## src/rtl/mem_bus_router.sv

```systemverilog
// rtl/mem_bus_router.sv - PicoRV32 memory router: RAM/MMIO decode, slave handshake, error response.
// Optional slave-timeout error path compiled in with MEM_BUS_TIMEOUT_EN.
module mem_bus_router #(
  parameter int unsigned RAM_BYTES      = 8192,
  parameter logic [31:0] MMIO_BASE      = 32'h4000_0000,
  parameter int unsigned MMIO_BYTES     = 256,
  parameter int unsigned TIMEOUT_CYCLES = 255,
  parameter logic [31:0] ERR_RDATA      = 32'hDEAD_BEEF
) (
  input  logic        clk,
  input  logic        resetn,
  input  logic        cpu_mem_valid,
  input  logic        cpu_mem_instr,
  output logic        cpu_mem_ready,
  input  logic [31:0] cpu_mem_addr,
  input  logic [31:0] cpu_mem_wdata,
  input  logic [3:0]  cpu_mem_wstrb,
  output logic [31:0] cpu_mem_rdata,
  output logic        ram_mem_valid,
  output logic        ram_mem_instr,
  output logic [31:0] ram_mem_addr,
  output logic [31:0] ram_mem_wdata,
  output logic [3:0]  ram_mem_wstrb,
  input  logic        ram_mem_ready,
  input  logic [31:0] ram_mem_rdata,
  output logic        mmio_mem_valid,
  output logic        mmio_mem_instr,
  output logic [31:0] mmio_mem_addr,
  output logic [31:0] mmio_mem_wdata,
  output logic [3:0]  mmio_mem_wstrb,
  input  logic        mmio_mem_ready,
  input  logic [31:0] mmio_mem_rdata,
  output logic        bus_err,
  output logic [31:0] bus_err_addr
);

  localparam logic [31:0] RAM_LIMIT = 32'(RAM_BYTES);
  localparam logic [31:0] MMIO_MASK = 32'(MMIO_BYTES - 1);

  if (((RAM_BYTES & (RAM_BYTES - 1)) != 0) || ((MMIO_BYTES & (MMIO_BYTES - 1)) != 0) ||
      ((MMIO_BASE & MMIO_MASK) != 32'd0) || (TIMEOUT_CYCLES < 1) || (TIMEOUT_CYCLES > 65535))
  begin : g_bad_params
    $error("mem_bus_router: illegal parameter set");
  end

  typedef enum logic [1:0] {IDLE, RAM_WAIT, MMIO_WAIT, RESP} state_t;

  state_t      state;
  logic        err_pend;
  logic [31:0] req_addr;
  logic        sel_ready;
  logic [31:0] sel_rdata;
  logic        ram_hit;
  logic        mmio_hit;

`ifdef MEM_BUS_TIMEOUT_EN
  localparam logic [15:0] TO_LAST = 16'(TIMEOUT_CYCLES - 1);
  logic [15:0] wait_cnt;
`endif

  // Full 32-bit compares so high-address aliases fall through to the error path.
  assign ram_hit  = cpu_mem_addr < RAM_LIMIT;
  assign mmio_hit = (cpu_mem_addr & ~MMIO_MASK) == MMIO_BASE;

  always_comb begin
    sel_ready = 1'b0;
    sel_rdata = 32'd0;
    if (state == RAM_WAIT) begin
      sel_ready = ram_mem_ready;
      sel_rdata = ram_mem_rdata;
    end else if (state == MMIO_WAIT) begin
      sel_ready = mmio_mem_ready;
      sel_rdata = mmio_mem_rdata;
    end
  end

  always_ff @(posedge clk or negedge resetn) begin
    if (!resetn) begin
      state          <= IDLE;
      err_pend       <= 1'b0;
      req_addr       <= 32'd0;
      cpu_mem_ready  <= 1'b0;
      cpu_mem_rdata  <= 32'd0;
      ram_mem_valid  <= 1'b0;
      ram_mem_instr  <= 1'b0;
      ram_mem_addr   <= 32'd0;
      ram_mem_wdata  <= 32'd0;
      ram_mem_wstrb  <= 4'd0;
      mmio_mem_valid <= 1'b0;
      mmio_mem_instr <= 1'b0;
      mmio_mem_addr  <= 32'd0;
      mmio_mem_wdata <= 32'd0;
      mmio_mem_wstrb <= 4'd0;
      bus_err        <= 1'b0;
      bus_err_addr   <= 32'd0;
`ifdef MEM_BUS_TIMEOUT_EN
      wait_cnt       <= 16'd0;
`endif
    end else begin
      cpu_mem_ready <= 1'b0;
      bus_err       <= 1'b0;
      case (state)
        IDLE: begin
          if (cpu_mem_valid && !cpu_mem_ready) begin
            req_addr <= cpu_mem_addr;
`ifdef MEM_BUS_TIMEOUT_EN
            wait_cnt <= 16'd0;
`endif
            if (ram_hit) begin
              ram_mem_valid <= 1'b1;
              ram_mem_instr <= cpu_mem_instr;
              ram_mem_addr  <= cpu_mem_addr;
              ram_mem_wdata <= cpu_mem_wdata;
              ram_mem_wstrb <= cpu_mem_wstrb;
              state         <= RAM_WAIT;
            end else if (mmio_hit) begin
              mmio_mem_valid <= 1'b1;
              mmio_mem_instr <= cpu_mem_instr;
              mmio_mem_addr  <= cpu_mem_addr & MMIO_MASK;
              mmio_mem_wdata <= cpu_mem_wdata;
              mmio_mem_wstrb <= cpu_mem_wstrb;
              state          <= MMIO_WAIT;
            end else begin
              // Unmapped: spend one cycle so the error answer has the same register depth.
              err_pend <= 1'b1;
              state    <= RESP;
            end
          end
        end
        RAM_WAIT, MMIO_WAIT: begin
          if (sel_ready) begin
            ram_mem_valid  <= 1'b0;
            ram_mem_wstrb  <= 4'd0;
            mmio_mem_valid <= 1'b0;
            mmio_mem_wstrb <= 4'd0;
            cpu_mem_rdata  <= sel_rdata;
            cpu_mem_ready  <= 1'b1;
            state          <= RESP;
          end
`ifdef MEM_BUS_TIMEOUT_EN
          else if (wait_cnt == TO_LAST) begin
            ram_mem_valid  <= 1'b0;
            ram_mem_wstrb  <= 4'd0;
            mmio_mem_valid <= 1'b0;
            mmio_mem_wstrb <= 4'd0;
            cpu_mem_rdata  <= ERR_RDATA;
            cpu_mem_ready  <= 1'b1;
            bus_err        <= 1'b1;
            bus_err_addr   <= req_addr;
            state          <= RESP;
          end else begin
            wait_cnt <= wait_cnt + 16'd1;
          end
`endif
        end
        RESP: begin
          if (err_pend) begin
            err_pend      <= 1'b0;
            cpu_mem_rdata <= ERR_RDATA;
            cpu_mem_ready <= 1'b1;
            bus_err       <= 1'b1;
            bus_err_addr  <= req_addr;
          end else begin
            state <= IDLE;
          end
        end
        default: state <= IDLE;
      endcase
    end
  end

endmodule

```

## config.mk

```make
export PLATFORM = sky130hd
export DESIGN_NAME = mem_bus_router
export DESIGN_NICKNAME = d
export VERILOG_FILES = /design/src/rtl/mem_bus_router.sv
export SDC_FILE = /design/constraint.sdc
export NUM_CORES = 1
export LEC_CHECK = 0
export CORE_MARGIN = 2
export CORE_UTILIZATION = 47
export CTS_CLUSTER_DIAMETER = 200
export CTS_CLUSTER_SIZE = 16
export DETAILED_ROUTE_END_ITERATION = 16
export PLACE_DENSITY = 0.86
export SYNTH_ARGS = -nofsm -noshare
export SYNTH_HDL_FRONTEND = slang
export SYNTH_SLANG_ARGS = --single-unit
export TNS_END_PERCENT = 50
```

## constraint.sdc

```tcl
create_clock -name clk -period 6.55 [get_ports clk]
set_input_delay 0.9825 -clock clk [delete_from_list [all_inputs] [get_ports clk]]
set_output_delay 0.9825 -clock clk [all_outputs]
set_load 0.05 [all_outputs]
```

## Word-level counts from Yosys, hierarchy flattened

Cells that the tools add are included.

- Input bits: 138
- Memories: 0
- Bits in read-only memories: 0
- Output and inout bits: 206
- RAM bits: 0
- Word-level logic and storage cells: 84
- Register bits: 217
- Bits in latches: 0

- Order comparisons: 1
- Add/sub/neg operators: 0
- Equality and inequality tests: 12
- Muxes and demuxes: 37
- Shift operators: 0
- Divide/modulo/power cells: 0
- Multiply operators: 0
- Bitwise operators: 1
- Reductions and logical operators: 16

Operator list:

| kind | count |
|---|---|
| $mux 32 | 4 |
| $pmux 32 s2 | 1 |
| $lt 32x14->1 const B | 1 |
| $eq 24x23->1 const B | 1 |
| $mux 4 | 6 |
| $ne 2x2->1 const B | 8 |
| $pmux 4 s2 | 2 |
| $mux 1 | 15 |
| $reduce_and 4->1 | 3 |
| $reduce_and 3->1 | 3 |
| $mux 2 | 4 |
| $pmux 1 s2 | 4 |
| $pmux 2 s3 | 1 |
| $reduce_bool 2->1 | 3 |
| $reduce_and 5->1 | 1 |
| $eq 2x2->1 const B | 2 |
| $reduce_and 2->1 | 2 |
| $eq 2x1->1 const B | 1 |
| $logic_not 2->1 | 1 |
| $reduce_or 2->1 | 1 |
| $logic_and 1x1->1 | 1 |
| $logic_not 1->1 | 1 |
| $not 1->1 | 1 |

## Depth between registers and ports, before layout

Gate-level depths: netlist (run 1).

- Depth after elaboration: 5
- Gate-level depth with buffers: 9
- Mapped depth without buffers: 7

## Worst setup path before layout (run 1)

Ideal clock, no wire load.

- Path kind: input to register
- Start: in cpu_mem_addr[18]
- End: reg ram_mem_addr[0]
- Setup slack: 3,890 ps
- Stages on the path: 6
- Path buffers: 2
- Required time: 6,423 ps
- Arrival time: 2,533 ps
- Library setup time: 127 ps
- Cells stage by stage: or4_4 nor3_4 and4bb_1 buf_4 buf_6 mux2_1

- Longest elaborated chain between the ends: 2

RTL lines:

| item | line | RTL |
|---|---|---|
| from (decl) | 15 | `input logic [31:0] cpu_mem_addr,` |
| $lt 32x14->1 | 62 | `assign ram_hit = cpu_mem_addr < RAM_LIMIT;` |
| $reduce_and 3->1 (no line) | n/a |  |
| to (signal assigned) | 112 | `ram_mem_addr <= cpu_mem_addr;` |
| to (decl) | 21 | `output logic [31:0] ram_mem_addr,` |

Every way passes these cells.
A chain may end at the register's enable or synchronous reset.

## Final worst setup path (run 1)

- Start: in cpu_mem_addr[19]
- End: reg ram_mem_wdata[17]

- Longest elaborated chain between the ends: 2

RTL lines:

| item | line | RTL |
|---|---|---|
| $lt 32x14->1 | 62 |  |
| $reduce_and 3->1 (no line) | n/a |  |
| to (signal assigned) | 113 | `ram_mem_wdata <= cpu_mem_wdata;` |
| to (decl) | 22 | `output logic [31:0] ram_mem_wdata,` |

Every way passes these cells.

==> results by group, run 1 <==
Outcome
  – Status: complete, no violations

STA
  – Hold Fails Final Rpt: 0
  – Setup Viol. Count Final: 0
  – Post-route setup TNS: 0 ns
  – Slew Viols, Final: 0
  – Final period utilization: a little over half
  – Worst Skew: 0.0230 ns
  – Least-Margin Pin Slew: slightly below 1 ns
  – RSZ-0062 raised after global routing: no
  – Period minus WS final: about 3.5 ns
  – Highest clock rate: between 200 and 300 MHz
  – Fin Hold WS: between 0.4 and 0.5 ns
  – Relative slew margins: 34.4%

Global route
  – Global-route wire length before repair: between 30000 and 40000 µm
  – Largest net degree at the start of global routing: ~170
  – Total gr overflow: 0
  – Global router's overall resource usage: 22.0%
  – Number of global-route vias before repair: between 6000 and 7000
  – Initial antenna violation count: 0

Synthesis
  – Largest area contributor in the netlist: dfrtp_1
  – Post-synth top area share: between 60 and 70%
  – Asr flop ratio synth: 100%
  – Ys Warns: 0
  – Synth cell types: 35
  – Post-Syn Area: roughly 0.0086 mm²
  – Post-synthesis cell count: between 600 and 700
  – Synthesized area per cell: around 14 µm²
  – Post-synth EDFFs: 0
  – Most frequent cell after synthesis: dfrtp_1
  – Post-synth top cells: dfrtp_1 (217), mux2_2 (106), mux2_1 (45)
  – Synth Register Bits: 217
  – Sequential share of the synthesized area: between 60% and 70%
  – Ys flop type: dfrtp_1
  – Top cells by area, synth: dfrtp_1 (63%), mux2_2 (14%), mux2_1 (5.9%)

Critical path
  – R2R Setup Slk: approximately 3.4 ns
  – Startpoint class of the critical path: input pin
  – Setup crit end kind: register
  – R2R Path End: ram_mem_wdata[17]
  – WS Path Type: input pin to register
  – Worst R2R Start: state[1]
  – Crit path DAT: 3.84 ns
  – WP data required: 6.91 ns
  – Worst R2R Path Depth: 7
  – Crit Path Max Fanout: slightly above 40

Power and ir drop
  – Static leakage: 5.59 nW
  – Maximum VDD drop: ~0.00034 V
  – PwrDens: a little under 400 mW/mm²

Routing
  – # DRC: 0
  – DR pass1 iterations: 4
  – Number of routed nets with antenna violations: 0
  – Vias per cell: just over 5
  – Detailed Route WL: 21800 µm
  – Vias: between 5000 and 6000
  – DRT iter0 DRCs: approximately 230
  – WL per Instance: approximately 19 µm

Die
  – DIE AREA: 0.0195 mm²
  – Rows: 49
  – CORE AREA: around 0.018 mm²
  – Chip height: approximately 140 µm
  – Die Width: between 100 and 150 µm
  – Initial Util: approximately 48%
  – Io pins: about 340

Cells and area
  – Layout cells sized above 1: around 15%
  – Antenna fix cells: 0
  – Multi-input logic area: approximately 0.0029 mm²
  – Syn-to-layout area delta: 42.9%
  – Fill cell count: between 1000 and 1500
  – Sequential cell area: roughly 0.0054 mm²
  – # nets final: ~1100

Place
  – Buffers on Ports: 319
  – RePlAce Congestion: 0.776
  – DP Wirelength: between 15000 and 20000 µm

Clocking
  – Root Buffer: clkbuf_16
  – Htree depth: 1
  – TritonCTS buffer count: 17
  – CTS Sinks: 217
  – Post-CTS resize count: 0
  – Post-cts hold buffer count: 0
  – CTS tree: yes
  – Clock slew at reported path FFs: 0.07 ns
  – Clock Tree Buf Depth: 3
  – Post-CTS Setup Bufs: 0
  – Clock Latency Late Sink: 0.48 ns

Flow run
  – Number of max-cap violations: 0

Worst hold path
  – Worst Hold Class: input pin to async pin
==> state kept, by name, indices dropped and copies added (netlist names) <==
register,count
bus_err,1
mmio_mem_instr,1
mmio_mem_addr,8
ram_mem_wstrb,4
ram_mem_valid,1
err_pend,1
bus_err_addr,32
mmio_mem_wstrb,4
ram_mem_instr,1
cpu_mem_rdata,32
cpu_mem_ready,1
ram_mem_wdata,32
req_addr,32
ram_mem_addr,32
mmio_mem_wdata,32
state,2
mmio_mem_valid,1
==> through the flow <==
| step | instances | power (mW) | setup WS [ns] | cell area, µm² | util, % |
|---|---|---|---|---|---|
| after floorplan | 631 | 3.24 | 3.89 | 8730 | - |
| after global placement | 1127 | 3.90 | 2.58 | 11900 | 66.1 |
| after detailed placement | 1127 | 3.95 | 2.53 | 11900 | 66.1 |
| after CTS | 1146 | 4.87 | 3.05 | 12400 | 68.5 |
| after global routing | 1146 | 5.08 | 2.94 | 12400 | 68.5 |
| final | 1146 | 4.82 | 3.07 | 12400 | 68.5 |
==> per-layer routing <==
layer	wire, µm	vias to the layer above	GRT usage, %
met5	0	-	0
met3	1590	34	6.23
met2	11000	230	38.7
met1	8670	2918	26.6
met4	552	0	6.42
li1	-	2727	-
==> area by class of cell <==
cell class | instances | area share [%]
Clock buffer | 17 | 3.44
Clock inverter | 2 | 0.142
Inverter | 6 | 0.182
Multi-Input combinational cell | 348 | 23.5
Sequential cell | 217 | 44.0
Tap cell | 229 | 2.32
Timing Repair Buffer | 327 | 26.5
==> cells by family after synthesis <==
group                    after synthesis  synth area share [%]
AND/OR/NAND/NOR                       82                  5.11
flip-flops                           217                  62.8
buffers and inverters                 66                  4.68
AO/OA/AOI/OAI                         87                  7.11
adder cells (fa/ha/maj)                4                 0.579
other                                  1                0.0434
multiplexers                         151                  19.7
==> cell usage in the layout (no fill, tap or decap), types with 10 or more instances in the layout <==
cell and instances:
a22o_1 10, mux2_1 45, clkbuf_16 17, a221oi_1 24, clkdlybuf4s50_1 318, conb_1 24, nand2_1 35, o21ai_0 30
mux2_2 106, dfrtp_1 217, nor2b_1 23
==> worst max-delay path, cell delays in order <==
cell and delay, ns:
clkdlybuf4s50_1 0.45, or4_4 0.54, nor3_4 0.21, and4bb_2 0.67, buf_4 0.56, mux2_1 0.39
==> power breakdown <==
| part | switching [mW] | internal, mW | total (mW) | leakage [nW] |
|---|---|---|---|---|
| sequential | 0.146 | 1.65 | 1.79 | 2.86 |
| clock | 0.440 | 0.467 | 0.907 | 0.219 |
| combinational | 1.35 | 0.772 | 2.12 | 2.51 |
| total | 1.93 | 2.89 | 4.82 | 5.59 |
==> how the worst max path moves through the flow <==
stage          cells past startpoint  slack, ns              from           endpoint
2_1_floorplan                      6       3.89  cpu_mem_addr[18]    ram_mem_addr[0]
4_1_cts                            6       3.05  cpu_mem_addr[19]  ram_mem_wdata[23]
5_1_grt                            6       2.94  cpu_mem_addr[19]  ram_mem_wdata[17]
6_report                           6       3.07  cpu_mem_addr[19]  ram_mem_wdata[17]
3_5_place_dp                       6       2.53  cpu_mem_addr[19]  ram_mem_wdata[23]
3_3_place_gp                       6       2.58  cpu_mem_addr[19]  ram_mem_wdata[20]
(Power assumes the default switching activity.)
==> run 2: changes to the inputs <==
Settings changed: CORE_UTILIZATION 47 to 39, PLACE_DENSITY 0.86 to 0.76.
Clock period 6.55 ns to 2.9 ns, I/O delays scaled along.
==> run 2 against run 1 <==
Via count hardly changed; largest power group unchanged; global-route usage is 3.5 points lower; sequential share of layout area decreased by 0.68 points; power is 130% higher; first-iteration DRC count is 4.3% higher; utilization shrank 11 points; critical endpoint is now ram_mem_wdata[24]; clock power is 130% higher; routed wire length shrank 0.27%.
==> results by group, run 2 (synthesis results as in run 1) <==
Clocking
  – Clock Latency Late Sink: 0.48 ns (about the same)
  – CTS tree: yes
  – Post-CTS resize count: 0 (unchanged)
  – Post-CTS Setup Bufs: 0 (unchanged)
  – TritonCTS buffer count: 17 (unchanged)
  – Clock slew at reported path FFs: 0.07 ns (about the same)
  – Clock Tree Buf Depth: 3 (unchanged)
  – Htree depth: 1 (unchanged)
  – CTS Sinks: 217 (unchanged)
  – Root Buffer: clkbuf_16

Power and ir drop
  – PwrDens: 872 mW/mm² (+120%)
  – Sequential power share: 37.0% (-0.2 points)
  – Cell Int Power: 6.54 mW (+130%)
  – Clock network power share: 19.0% (+0.2 points)
  – Switching component of the power: 4.40 mW (+130%)
  – Combinational Power Share: 44.1% (about the same)
  – Maximum VDD drop: 0.000616 V (+82%)
  – Static leakage: 5.65 nW (+0.95%)
  – Sw Ratio: 40.2% (+0.082 points)

Cells and area
  – Cell area after layout: 0.0125 mm² (+1.6%)
  – Fill cell count: 1795 (+39%)
  – Antenna fix cells: 0 (unchanged)
  – Final core occ: 57.5% (-11 points)
  – Syn-to-layout area delta: 45.1%
  – Commonest non-fill, non-tap cells in the layout: clkdlybuf4s50_1 (318), dfrtp_1 (217), mux2_2 (106), mux2_1 (45), nand2_1 (35)
  – # nets final: 1067 (+0.76%)
  – Commonest non-fill, non-tap cell in the layout: clkdlybuf4s50_1
  – Layout cells sized above 1: 16.0% (+0.62 points)

Die
  – Rows: 54 (+10%)
  – Initial Util: 39.6% (-8.3 points)
  – DIE AREA: 0.0234 mm² (+20%)
  – Die Width: 153 µm (+9.5%)
  – CORE AREA: 0.0218 mm² (+21%)
  – Io pins: 344 (unchanged)
  – Chip height: 153 µm (+9.5%)

Critical path
  – Startpoint class of the critical path: input pin
  – Max stage delay cell, worst path: or4_4
  – Worst R2R Path Depth: 7 (unchanged)
  – Crit path DAT: 2.61 ns (-1.23 ns)
  – R2R Path End: mmio_mem_wdata[22]
  – Worst R2R Start: state[0]
  – Setup crit end kind: register
  – WP data required: 3.26 ns (-3.65 ns)
  – R2R Setup Slk: 0.74 ns (-2.68 ns)
  – WS Path Type: input pin to register
  – Cells along the critical path: clkdlybuf4s50_1, or4_4, nor3_4, and4bb_4, buf_12, mux2_2
  – Crit Path Max Fanout: 45 (+9.8%)
  – Critical path's largest stage delay: 0.56 ns (-0.11 ns)

STA
  – Slew Viols, Final: 0 (unchanged)
  – Setup Viol. Count Final: 0 (unchanged)
  – Period minus WS final: 2.25 ns
  – Relative slew margins: 59.4% (+25 points)
  – Hold Fails Final Rpt: 0 (unchanged)
  – Final period utilization: between 70% and 80%
  – Highest clock rate: ~440 MHz
  – RSZ-0062 raised after global routing: no
  – Least-Margin Pin Slew: 0.607 ns (-0.373 ns)
  – Worst Skew: 0.0114 ns (-0.0116 ns)
  – Post-route setup TNS: 0 ns (unchanged)

Routing
  – DRT iter0 DRCs: 241 (+4.3%)
  – # DRC: 0 (unchanged)
  – WL per Instance: 18.1 µm (-5.1%)
  – Vias: 5906 (-0.051%)
  – Number of routed nets with antenna violations: 0 (unchanged)
  – Vias per cell: 4.90 (-4.9%)
  – Detailed Route WL: 21800 µm (-0.27%)
  – DR pass1 iterations: 4 (unchanged)

Place
  – DP Wirelength: 15800 µm (+0.37%)
  – Buffers on Ports: 319 (unchanged)
  – RePlAce Congestion: 0.781 (+0.62%)
  – Placed Area: 0.0121 mm² (+1.5%)

Outcome
  – Status: complete, no violations

Global route
  – Global router's overall resource usage: 18.5% (-3.5 points)
  – Initial antenna violation count: 0 (unchanged)
  – Largest net degree at the start of global routing: 69 (-59%)
  – Number of global-route vias before repair: 6140 (-0.15%)
  – Global-route wire length before repair: 35100 µm (+2.5%)
  – Total gr overflow: 0 (unchanged)

Worst hold path
  – Worst Hold Class: register to register
  – Hold-critical path depth: 2
  – Hold EP: cpu_mem_rdata[4]
  – Worst hold start: cpu_mem_rdata[4]

Flow run
  – Number of max-cap violations: 0 (unchanged)
-- run 2: cell types whose count changed in the layout (fill, tap and decap cells not counted), sizes merged --
cell and delta:
buf +7, dlygate4sd3 +1
-- run 2: layout make-up --
type | instances | area, µm² | share of cell area (%)
Sequential cell | 217 | 5430 | 43.3
Timing Repair Buffer | 335 | 3390 | 27.1
Multi-Input combinational cell | 348 | 2910 | 23.2
Clock buffer | 17 | 425 | 3.39
Tap cell | 280 | 350 | 2.79
Inverter | 6 | 22.5 | 0.180
Clock inverter | 2 | 17.5 | 0.140
-- run 2: power groups by stage --
stage / combinational (mW) / sequential [mW] / clock, mW
2_1_floorplan: 1.85 / 5.46 / 0
3_3_place_gp: 4.80 / 4.07 / 0
3_5_place_dp: 4.88 / 4.10 / 0
4_1_cts: 4.89 / 4.05 / 2.15
5_1_grt: 5.19 / 4.13 / 2.27
6_report: 4.83 / 4.04 / 2.07
-- run 2: worst max-delay path by stage --
stage / slack (ns) / startpoint / depth (start not counted) / to
after detailed placement: 0.16 / cpu_mem_addr[18] / 6 / ram_mem_wdata[23]
after global routing: 0.58 / state[0] / 8 / err_pend
after floorplan: 0.71 / state[0] / 8 / ram_mem_addr[0]
final: 0.65 / cpu_mem_addr[18] / 6 / ram_mem_wdata[24]
after CTS: 0.67 / cpu_mem_addr[18] / 6 / ram_mem_wdata[24]
after global placement: 0.19 / cpu_mem_addr[18] / 6 / ram_mem_wdata[21]
-- run 2: critical path: cells and delay by family --
| family | cells | cell delay (ns) |
|---|---|---|
| AND/OR/NAND/NOR | 3 | 1.11 |
| buffers and inverters | 2 | 0.66 |
| multiplexers | 1 | 0.36 |
-- run 2: routing by layer --
layer	up-vias	GRT usage (%)	part of all wire [%]
li1	2742	-	-
met3	20	6.86	9.5
met2	235	30.4	48
met4	0	3.75	1.7
met5	-	0	0
met1	2909	23.8	41
-- run 2: timing repair --
action / CTS / global route
endpoints found under the setup margin: 0 / 0
hold buffers: 1 / 0
hold endpoints to repair: 44 / 0
-- run 2: stage by stage --
stage / std cells / hold slack (ns) / power [mW] / setup WS [ns]
5_1_grt: 1205 / 0.503 / 11.6 / 0.577
6_report: 1205 / 0.475 / 10.9 / 0.652
3_5_place_dp: 1185 / 0.408 / 8.98 / 0.160
2_1_floorplan: 631 / 0.139 / 7.32 / 0.712
3_3_place_gp: 1185 / 0.401 / 8.86 / 0.192
4_1_cts: 1205 / 0.445 / 11.1 / 0.667
==> run 3: changes to the inputs <==
Clock period 2.9 ns to 1.85 ns, I/O delays scaled along.
==> run 3 against run 2 <==
First-iteration DRC count down 29%; highest routed layer unchanged; largest power group unchanged; register-to-register slack worse by 0.74 ns; clock power up 56%; sequential share of layout area down 2.6 points; design area up 6.4%; critical path depth up 1; via count up 5.9%; die area unchanged; global-route usage up 1.7 points.
==> results by group, run 3 (synthesis results as in run 1) <==
Clocking
  – TritonCTS buffer count: 17 (unchanged)
  – Root Buffer: clkbuf_16
  – Clock Tree Buf Depth: 3 (unchanged)
  – Htree depth: 1 (unchanged)
  – Clock slew at reported path FFs: 0.07 ns (about the same)
  – CTS tree: yes
  – CTS Sinks: 217 (unchanged)
  – Clock Latency Late Sink: 0.47 ns (about the same)

STA
  – Slew Viols, Final: 0 (unchanged)
  – Post-route setup TNS: 0 ns (unchanged)
  – Final period utilization: around 100%
  – RSZ-0062 raised after global routing: yes
  – Period minus WS final: around 1.8 ns
  – Highest clock rate: between 500 and 600 MHz
  – Setup Viol. Count Final: 0 (unchanged)
  – Least-Margin Pin Slew: 0.557 ns (-0.0493 ns)
  – Setup slack after layout: 0.00238 ns (-0.649 ns)
  – Hold Fails Final Rpt: 0 (unchanged)
  – Worst Skew: 0.0118 ns (+0.000348 ns)
  – Relative slew margins: 63.0% (+3.6 points)
  – Fin Hold WS: 0.0617 ns (-0.413 ns)

Power and ir drop
  – Cell Int Power: 10.6 mW (+62%)
  – Switching component of the power: 7.27 mW (+65%)
  – Sw Ratio: 40.7% (+0.47 points)
  – PwrDens: 1340 mW/mm² (+54%)
  – Maximum VDD drop: 0.00105 V (+70%)
  – Combinational Power Share: 46.6% (+2.5 points)
  – Static leakage: 6.75 nW (+20%)
  – Clock network power share: 18.0% (-1.0 points)
  – Sequential power share: 35.4% (-1.6 points)

Place
  – DP Cell Count: 1224 (+3.3%)
  – DP Wirelength: 16700 µm (+5.9%)
  – Placed Area: 0.0123 mm² (+1.9%)
  – Buffers on Ports: 319 (unchanged)
  – Setup WS pre-CTS: -0.729 ns (-0.889 ns)
  – RePlAce Congestion: 0.788 (+0.97%)

Critical path
  – WS Path Type: register to register
  – R2R Setup Slk: 0.002 ns (-0.74 ns)
  – Setup crit start: state[0]
  – CP Depth: 7 (+1)
  – Critical path's largest stage delay: 0.39 ns (-0.17 ns)
  – CP Buf/Inv Count: 3 (+1)
  – Crit path DAT: 2.19 ns (-0.42 ns)
  – Worst R2R Path Depth: 7 (unchanged)
  – Startpoint class of the critical path: register
  – Kind of cell adding the most delay to the critical path: simple AND/OR/NAND/NOR gates
  – Setup crit end kind: register
  – R2R Path End: ram_mem_addr[2]
  – Cells along the critical path: inv_2, ha_4, nand3b_1, and4bb_4, buf_12, buf_6, mux2_1
  – Worst R2R Start: state[0]
  – WP data required: 2.20 ns (-1.06 ns)
  – Max stage delay cell, worst path: dfrtp_1
  – Crit Path Max Fanout: 6 (-87%)

Cells and area
  – Fill cell count: 1768 (-1.5%)
  – Layout cells sized above 1: 31.9% (+16 points)
  – Post-Layout Cell Count: 1267 (+5.1%)
  – # nets final: 1129 (+5.8%)
  – Commonest non-fill, non-tap cells in the layout: dfrtp_1 (217), dlygate4sd2_1 (139), clkdlybuf4s50_1 (120), buf_4 (96), mux2_2 (75)
  – Cell area after layout: 0.0133 mm² (+6.4%)
  – Commonest non-fill, non-tap cell in the layout: dfrtp_1
  – Syn-to-layout area delta: 54.4%

Global route
  – Global router's overall resource usage: 20.2% (+1.7 points)
  – Initial antenna violation count: 1 (+1)
  – Largest net degree at the start of global routing: 65 (-5.8%)
  – Total gr overflow: 0 (unchanged)
  – Number of global-route vias before repair: 6635 (+8.1%)
  – Global-route wire length before repair: 37900 µm (+7.9%)

Routing
  – # DRC: 0 (unchanged)
  – DR pass1 iterations: 4 (unchanged)
  – Detailed Route WL: 24600 µm (+13%)
  – DRT iter0 DRCs: 170 (-29%)
  – Number of routed nets with antenna violations: 0 (unchanged)
  – Vias: 6252 (+5.9%)
  – Vias per cell: 4.93 (+0.68%)
  – WL per Instance: 19.4 µm (+7.6%)

Die
  – CORE AREA: 0.0218 mm² (unchanged)
  – DIE AREA: 0.0234 mm² (unchanged)
  – Io pins: 344 (unchanged)
  – Die Width: 153 µm (unchanged)
  – Chip height: 153 µm (unchanged)
  – Rows: 54 (unchanged)
  – Initial Util: 39.6% (unchanged)

Flow run
  – Number of max-cap violations: 0 (unchanged)

Worst hold path
  – Hold EP: req_addr[18]
  – Worst Hold Class: input pin to register
  – Worst hold start: cpu_mem_addr[18]
  – Hold-critical path depth: 2 (unchanged)

Outcome
  – Status: complete, no violations
[run 3: cell count changes in the layout (fill, tap and decap cells not counted), sizes merged]
cell and delta:
inv -1, clkdlybuf4s15 +1, buf +113, dlygate4sd2 +139
diode +1, clkdlybuf4s50 -198, clkbuf +1, dlymetal6s2s +6
[run 3: how the worst max path moves through the flow]
| stage | to |
|---|---|
| after floorplan | ram_mem_addr[0] |
| after global placement | mmio_mem_wdata[18] |
| after detailed placement | mmio_mem_wdata[30] |
| after CTS | ram_mem_addr[0] |
| after global routing | ram_mem_wdata[20] |
| final | ram_mem_addr[2] |
[run 3: power groups by stage]
stage | logic [mW] | clock network [mW] | registers (mW)
floorplan | 2.91 | 0 | 8.57
global placement | 7.79 | 0 | 6.39
detailed placement | 7.91 | 0 | 6.43
CTS | 7.77 | 3.35 | 6.33
global route | 8.86 | 3.54 | 6.47
finish | 8.32 | 3.22 | 6.33
[run 3: per-stage QoR]
step	util [%]	power, mW
after floorplan	-	11.5
after global placement	56.5	14.2
after detailed placement	56.5	14.3
after CTS	60.7	17.5
after global routing	61.2	18.9
final	61.2	17.9
[run 3: area by class of cell]
type                            instances  area, µm²  share of cell area (%)
Clock inverter                          1       8.76                  0.0656
Antenna cell                            1       2.50                  0.0188
Multi-Input combinational cell        348       3300                    24.8
Tap cell                              280        350                    2.63
Sequential cell                       217       5430                    40.7
Clock buffer                           17        425                    3.19
Timing Repair Buffer                  397       3800                    28.5
Inverter                                6       22.5                   0.169
[run 3: repair_timing]
action	4_1_cts	5_1_grt
pin swaps	12	18
hold buffers	1	0
setup endpoints to repair	260	151
buffers inserted	20	1
hold endpoints to repair	56	0
gates cloned	6	3
resized for setup	233	39
[run 3: routing by layer]
metal	global-route usage [%]	vias up	wire [µm]
met5	0	-	0
met1	25.8	3124	10100
met4	5.42	0	606
met2	34.7	234	12300
li1	-	2857	-
met3	4.91	37	1670
